===== config.mk =====
export PLATFORM = sky130hd
export DESIGN_NAME = bsg_link_ddr_downstream_rx
export DESIGN_NICKNAME = d
export VERILOG_FILES = /design/src/rtl/bsg_link_ddr_pkg.sv /design/src/rtl/bsg_link_ddr_downstream_rx_fifo.sv /design/src/rtl/bsg_link_ddr_downstream_rx.sv
export SDC_FILE = /design/constraint.sdc
export NUM_CORES = 1
export LEC_CHECK = 0
export CORE_ASPECT_RATIO = 0.7
export CORE_MARGIN = 2
export CORE_UTILIZATION = 35
export DETAILED_ROUTE_END_ITERATION = 7
export GPL_ROUTABILITY_DRIVEN = 0
export PLACE_DENSITY = 0.57
export REMOVE_ABC_BUFFERS = 1
export SYNTH_ARGS = -nofsm -noshare
export SYNTH_HDL_FRONTEND = slang
export SYNTH_HIERARCHICAL = 1
export SYNTH_SLANG_ARGS = --single-unit

===== constraint.sdc =====
create_clock -name clk -period 8.65 [get_ports clk]
set_input_delay 2.595 -clock clk [delete_from_list [all_inputs] [get_ports clk]]
set_output_delay 2.595 -clock clk [all_outputs]
set_load 0.005 [all_outputs]

===== src/rtl/bsg_link_ddr_pkg.sv =====
// Shared constants and helpers for the DDR link: beat sizing, channel ordering
// and the credit token type.
package bsg_link_ddr_pkg;

  // Channel 0 occupies the least significant slice of every reassembled beat.
  localparam bit channel0_lsb_c = 1'b1;

  localparam int default_num_channels_c = 2;
  typedef logic [default_num_channels_c-1:0] token_t;

  function automatic int beat_bits_f(input int num_channels, input int channel_width);
    return num_channels * 2 * channel_width;
  endfunction

  function automatic int beats_per_word_f(input int width, input int beat_bits);
    return width / beat_bits;
  endfunction

endpackage


===== src/rtl/bsg_link_ddr_downstream_rx_fifo.sv =====
// Credit-protected receive FIFO: registered storage, wrapping pointers plus a
// separate full flag. A push into a full FIFO is taken only if a pop frees a slot.
module bsg_link_ddr_downstream_rx_fifo #(
  parameter int width_p = 64,
  parameter int els_p   = 8
) (
  input  logic               clk,
  input  logic               rst,
  input  logic               v_i,
  input  logic [width_p-1:0] data_i,
  input  logic               yumi_i,
  output logic               v_o,
  output logic [width_p-1:0] data_o,
  output logic               full_o
);

  localparam int ptr_w_lp = (els_p > 1) ? $clog2(els_p) : 1;

  logic [ptr_w_lp-1:0] wptr_r, rptr_r;
  logic                full_r;
  logic [width_p-1:0]  mem_r [els_p];
  logic                push, pop;

  function automatic logic [ptr_w_lp-1:0] ptr_inc(input logic [ptr_w_lp-1:0] p);
    return (p == ptr_w_lp'(els_p - 1)) ? '0 : p + 1'b1;
  endfunction

  assign v_o    = full_r | (wptr_r != rptr_r);
  assign full_o = full_r;
  assign pop    = yumi_i & v_o;
  assign push   = v_i & (~full_r | pop);
  // Head is masked while empty so the output reads zero out of reset.
  assign data_o = v_o ? mem_r[rptr_r] : '0;

  always_ff @(posedge clk or posedge rst) begin
    if (rst) begin
      wptr_r <= '0;
      rptr_r <= '0;
      full_r <= 1'b0;
    end else begin
      if (push) wptr_r <= ptr_inc(wptr_r);
      if (pop)  rptr_r <= ptr_inc(rptr_r);
      if (push & ~pop)      full_r <= (ptr_inc(wptr_r) == rptr_r);
      else if (pop & ~push) full_r <= 1'b0;
    end
  end

  always_ff @(posedge clk) begin
    if (push) mem_r[wptr_r] <= data_i;
  end

endmodule


===== src/rtl/bsg_link_ddr_downstream_rx.sv =====
// DDR link receive side: reassembles lock-stepped channel beats into core words,
// buffers them, and returns credits upstream as decimated toggle tokens.
module bsg_link_ddr_downstream_rx
  import bsg_link_ddr_pkg::*;
#(
  parameter int width_p                = 64,
  parameter int num_channels_p         = 2,
  parameter int channel_width_p        = 8,
  parameter int fifo_els_p             = 8,
  parameter int lg_credit_decimation_p = 2
) (
  input  logic                                    clk,
  input  logic                                    rst,
  input  logic [num_channels_p-1:0]               io_valid_i,
  input  logic [num_channels_p*2*channel_width_p-1:0] io_data_i,
  output logic                                    core_valid_o,
  output logic [width_p-1:0]                      core_data_o,
  input  logic                                    core_yumi_i,
  output logic [num_channels_p-1:0]               token_o,
  output logic                                    error_o
);

  localparam int beat_bits_lp = beat_bits_f(num_channels_p, channel_width_p);
  localparam int bpw_lp       = beats_per_word_f(width_p, beat_bits_lp);
  localparam int cnt_w_lp     = (bpw_lp > 1) ? $clog2(bpw_lp) : 1;
  localparam int dec_w_lp     = (lg_credit_decimation_p > 0) ? lg_credit_decimation_p : 1;
  localparam int slice_lp     = 2 * channel_width_p;

  if ((width_p % beat_bits_lp) != 0 || bpw_lp < 1) begin : g_bad_width
    $error("width_p must be a whole multiple of the io beat width");
  end

  logic [beat_bits_lp-1:0] beat;
  logic [width_p-1:0]      asm_p0, word_p0;
  logic [cnt_w_lp-1:0]     beat_cnt_p0;
  logic [dec_w_lp-1:0]     dec_cnt;
  logic                    beat_ok, partial, last_beat, push, pop, full, drop;

  always_comb begin
    beat = '0;
    for (int c = 0; c < num_channels_p; c++) begin
      beat[c*slice_lp +: slice_lp] =
        io_data_i[(channel0_lsb_c ? c : num_channels_p-1-c)*slice_lp +: slice_lp];
    end
  end

  assign beat_ok   = &io_valid_i;
  assign partial   = (|io_valid_i) & ~beat_ok;
  assign last_beat = (beat_cnt_p0 == cnt_w_lp'(bpw_lp - 1));
  assign push      = beat_ok & last_beat;

  // The final beat joins the buffered beats on its way into the FIFO.
  always_comb begin
    word_p0 = asm_p0;
    word_p0[beat_cnt_p0*beat_bits_lp +: beat_bits_lp] = beat;
  end

  // Stage p0: beat assembly
  always_ff @(posedge clk) begin
    if (beat_ok) asm_p0 <= word_p0;
  end

  always_ff @(posedge clk or posedge rst) begin
    if (rst)          beat_cnt_p0 <= '0;
    else if (beat_ok) beat_cnt_p0 <= last_beat ? '0 : beat_cnt_p0 + 1'b1;
  end

  // Stage p1: receive FIFO
  bsg_link_ddr_downstream_rx_fifo #(
    .width_p(width_p),
    .els_p  (fifo_els_p)
  ) fifo (
    .clk   (clk),
    .rst   (rst),
    .v_i   (push),
    .data_i(word_p0),
    .yumi_i(core_yumi_i),
    .v_o   (core_valid_o),
    .data_o(core_data_o),
    .full_o(full)
  );

  assign pop  = core_yumi_i & core_valid_o;
  assign drop = push & full & ~pop;

  always_ff @(posedge clk or posedge rst) begin
    if (rst)                 error_o <= 1'b0;
    else if (partial | drop) error_o <= 1'b1;
  end

  // Credits go back as level toggles, one per decimated group of dequeues.
  always_ff @(posedge clk or posedge rst) begin
    if (rst) begin
      dec_cnt <= '0;
      token_o <= '0;
    end else if (pop) begin
      if (dec_cnt == dec_w_lp'((1 << lg_credit_decimation_p) - 1)) begin
        dec_cnt <= '0;
        token_o <= ~token_o;
      end else begin
        dec_cnt <= dec_cnt + 1'b1;
      end
    end
  end

endmodule


==> flow_metrics.tcl <==
set metrics [dict create \
    grt_max_degree 71 \
    yosys.area_share.simple 0.0456 \
    muxShareOfSynthArea 0.163 \
    crit_slowest_cell "dfrtp_4" \
    vias_per_cell 5.00 \
    initial_core_util 0.356 \
    holdBufCountCts 0 \
    r2r_start "fifo/rptr_r[1]$_DFFE_PP0P_" \
    drt-initial-drc-count 823 \
    ys_ff_latch 589 \
    worstPathRequired_ns 6.06 \
    worst_slack_ns 1.93 \
    post_cts_resized 0 \
    ys_types 35 \
    syn_inst 1159 \
    worst_slew_pin_slew_ns 1.14 \
    async_reset_ff_frac 0.0221 \
    synth_top_area_frac 0.728 \
    max_freq_ghz 0.149 \
    hold_viol_final 0 \
    seq_area_frac_synth 0.741 \
    drive_gt1_frac 0.327 \
    core_sq_um 66800 \
    synth-edff-count 576 \
    clock_path_buffers 3 \
    yosys-top-cells-count "576 x edfxtp_1, 150 x mux2_2, 64 x mux4_2, 64 x nor2b_1, 64 x o22ai_1" \
    path_buf_inv 3 \
    skew_ns 0.0225 \
    min_from "token_o[1]$_DFFE_PP0P_" \
    path_cells "buf_4 > xor2_1 > nor4_4 > buf_4 > nor3_2 > clkdlybuf4s50_1" \
    worstSetupEndpointType "primary output" \
    crit_start "fifo/rptr_r[1]$_DFFE_PP0P_" \
    area_delta_synth_final_pct 15.4 \
    synthTopCellsByArea "edfxtp_1 73%, mux2_2 7.1%, mux4_2 6.1%" \
    stdcell_area_sq_um 27400 \
    syn-cell-area_sq_um 23800 \
    cts_sinks 589 \
    fillers 5965 \
    cts_tree "yes" \
    yosys.area.top_type "edfxtp_1" \
    status "finished, final reports clean" \
    place_ws_ns 2.55 \
    power.share.clock 0.246 \
    num_vias 11054 \
    grt_pass1_wl_um 76900 \
    antenna_found_initial 0 \
    cp-start-kind "flip-flop" \
    max-cap-violations 0 \
    die_x_um 315 \
    wl_um 51700 \
    dp_hpwl_um 26900 \
    seqPwrFrac 0.403 \
    leakage_nw 8.70 \
    die_y_um 222 \
    yosys.area_share.adder 0.00368 \
    ir_worst_vdd_mv 0.212 \
    cp_common_cell "buf_4" \
    grt.overflow.total 0 \
    drt_pass1_iterations 5 \
    synth_xor_xnor_area_share 0.00363 \
    p_sw_mw 2.95 \
    drv_slew 0 \
    routedWlPerCell_um 23.4 \
    synth-compound-area-share 0.0193 \
    crit_path_max_incr_delay_ns 0.95 \
    holdCritPathClass "reg -> reg" \
    power.share.switching 0.308 \
    numCtsBuffers 55 \
    setup_violations 0 \
    dpl_cell_area_sq_um 25700 \
    post-route-min-period_ns 6.72 \
    internal-power_mw 6.63 \
    yosysMostFrequentCell "edfxtp_1" \
    cts_setup_buffers 0 \
    port_buffers 104 \
    max_slew_margin 0.238 \
    arrival_ns 4.12 \
    min_period_over_period 0.777 \
    synth_top_family_by_area "multiplexers" \
    drc 0 \
    die_area_sq_um 70100 \
    finalNetCount 1320 \
    clock_latency_ns 0.59 \
    cp_max_fo 41 \
    clk_pin_slew_ns 0.06 \
    synth_flop_cell "edfxtp_1" \
    combPwrFrac 0.351 \
    rsz0062_at_grt "no" \
    grt_pass1_vias 11760 \
    n_antenna_cell 0 \
    ios 105 \
    cts_root_buf "clkbuf_16" \
    grtUsageTotal 0.147 \
    crit_type "reg -> out" \
    ys_warn_count 6 \
    syn_area_per_cell_sq_um 20.5 \
    power_density_nw_per_um2 349 \
    cp_top_family "buffers and inverters" \
    ant_nets 0 \
    rows 79 \
    ctsHtreeMaxLevel 2 \
]
-- metal layers --
metal	up-vias	track usage	share of wire
met3	63	0.0220	0.036
met2	177	0.234	0.47
met5	-	0	0
met1	5894	0.215	0.48
li1	4920	-	-
met4	0	0.0280	0.015
-- kinds of logic (layout without fill, tap and decap cells) --
logic type,count (synthesis),count (layout)
buf+inv,71,231
simple gates,150,150
xor+xnor,9,9
compound gates,69,69
flops,589,589
mux,264,264
fa+ha+maj,7,7
-- final cells by class --
type / instances / area, sq um / share of cell area
Multi-Input combinational cell: 499 / 5680 / 0.207
Timing Repair Buffer: 126 / 1240 / 0.0453
Inverter: 5 / 18.8 / 0.000684
Clock buffer: 66 / 1460 / 0.0532
Sequential cell: 589 / 17600 / 0.643
Clock inverter: 34 / 283 / 0.0103
Tap cell: 891 / 1110 / 0.0406
-- cells in the final DEF (no fill, tap or decap), drive strengths merged, types with 4 or more instances in the layout --
master | Yosys | layout
buf | 53 | 22
bufinv | 0 | 4
clkbuf | 13 | 66
clkdlybuf4s50 | 0 | 104
clkinv | 0 | 23
clkinvlp | 0 | 5
dfrtp | 13 | 13
edfxtp | 576 | 576
ha | 7 | 7
inv | 5 | 7
mux2 | 200 | 200
mux4 | 64 | 64
nor2 | 6 | 6
nor2b | 64 | 64
nor3 | 68 | 68
o22ai | 64 | 64
xnor2 | 4 | 4
xor2 | 5 | 5
-- through the flow --
| step | utilization | TNS [ns] | std cells | total power [mW] | hold WS [ns] |
|---|---|---|---|---|---|
| finish | 0.411 | 0 | 2210 | 9.58 | 0.482 |
| floorplan | - | -726.29 | 1093 | 6.00 | 0.469 |
| global route | 0.411 | 0 | 2210 | 10.1 | 0.489 |
| global placement | 0.385 | 0 | 2110 | 7.33 | 0.466 |
| detailed placement | 0.385 | 0 | 2110 | 7.37 | 0.473 |
| CTS | 0.411 | 0 | 2210 | 9.74 | 0.483 |
-- path summary, 6_finish.rpt --
path | cells past startpoint | slack [ns] | to
max | 6 | 1.93 | core_data_o[25]
min | 1 | 0.48 | token_o[1]$_DFFE_PP0P_
max reg2reg | 7 | 5.23 | dec_cnt[0]$_DFFE_PP0P_
min reg2reg | 1 | 0.48 | token_o[1]$_DFFE_PP0P_
max in group asynchronous | 2 | 6.09 | fifo/rptr_r[0]$_DFFE_PP0P_
min in group asynchronous | 2 | 2.31 | dec_cnt[1]$_DFFE_PP0P_
-- worst reg2reg max path, stage by stage, from the launching register on --
cell,delay [ns]
dfrtp_4,0.95
buf_4,0.63
xor2_1,0.26
nor4_4,0.27
buf_4,0.58
inv_2,0.11
nand2_1,0.16
mux2_2,0.35
-- state kept, by name, summed over array words and instances (netlist names) --
signal,cells
fifo/mem_r,512
asm_p0,64
fifo/rptr_r,3
fifo/wptr_r,3
dec_cnt,2
token_o,2
beat_cnt_p0,1
error_o,1
fifo/full_o,1
-- power groups by stage --
stage	logic, mW	registers [mW]	clock network, mW
floorplan	2.03	3.98	0
global placement	3.41	3.92	0
detailed placement	3.44	3.93	0
CTS	3.46	3.87	2.41
global route	3.65	3.90	2.52
finish	3.36	3.86	2.35
Note: power is estimated with default switching activity, not from simulation.
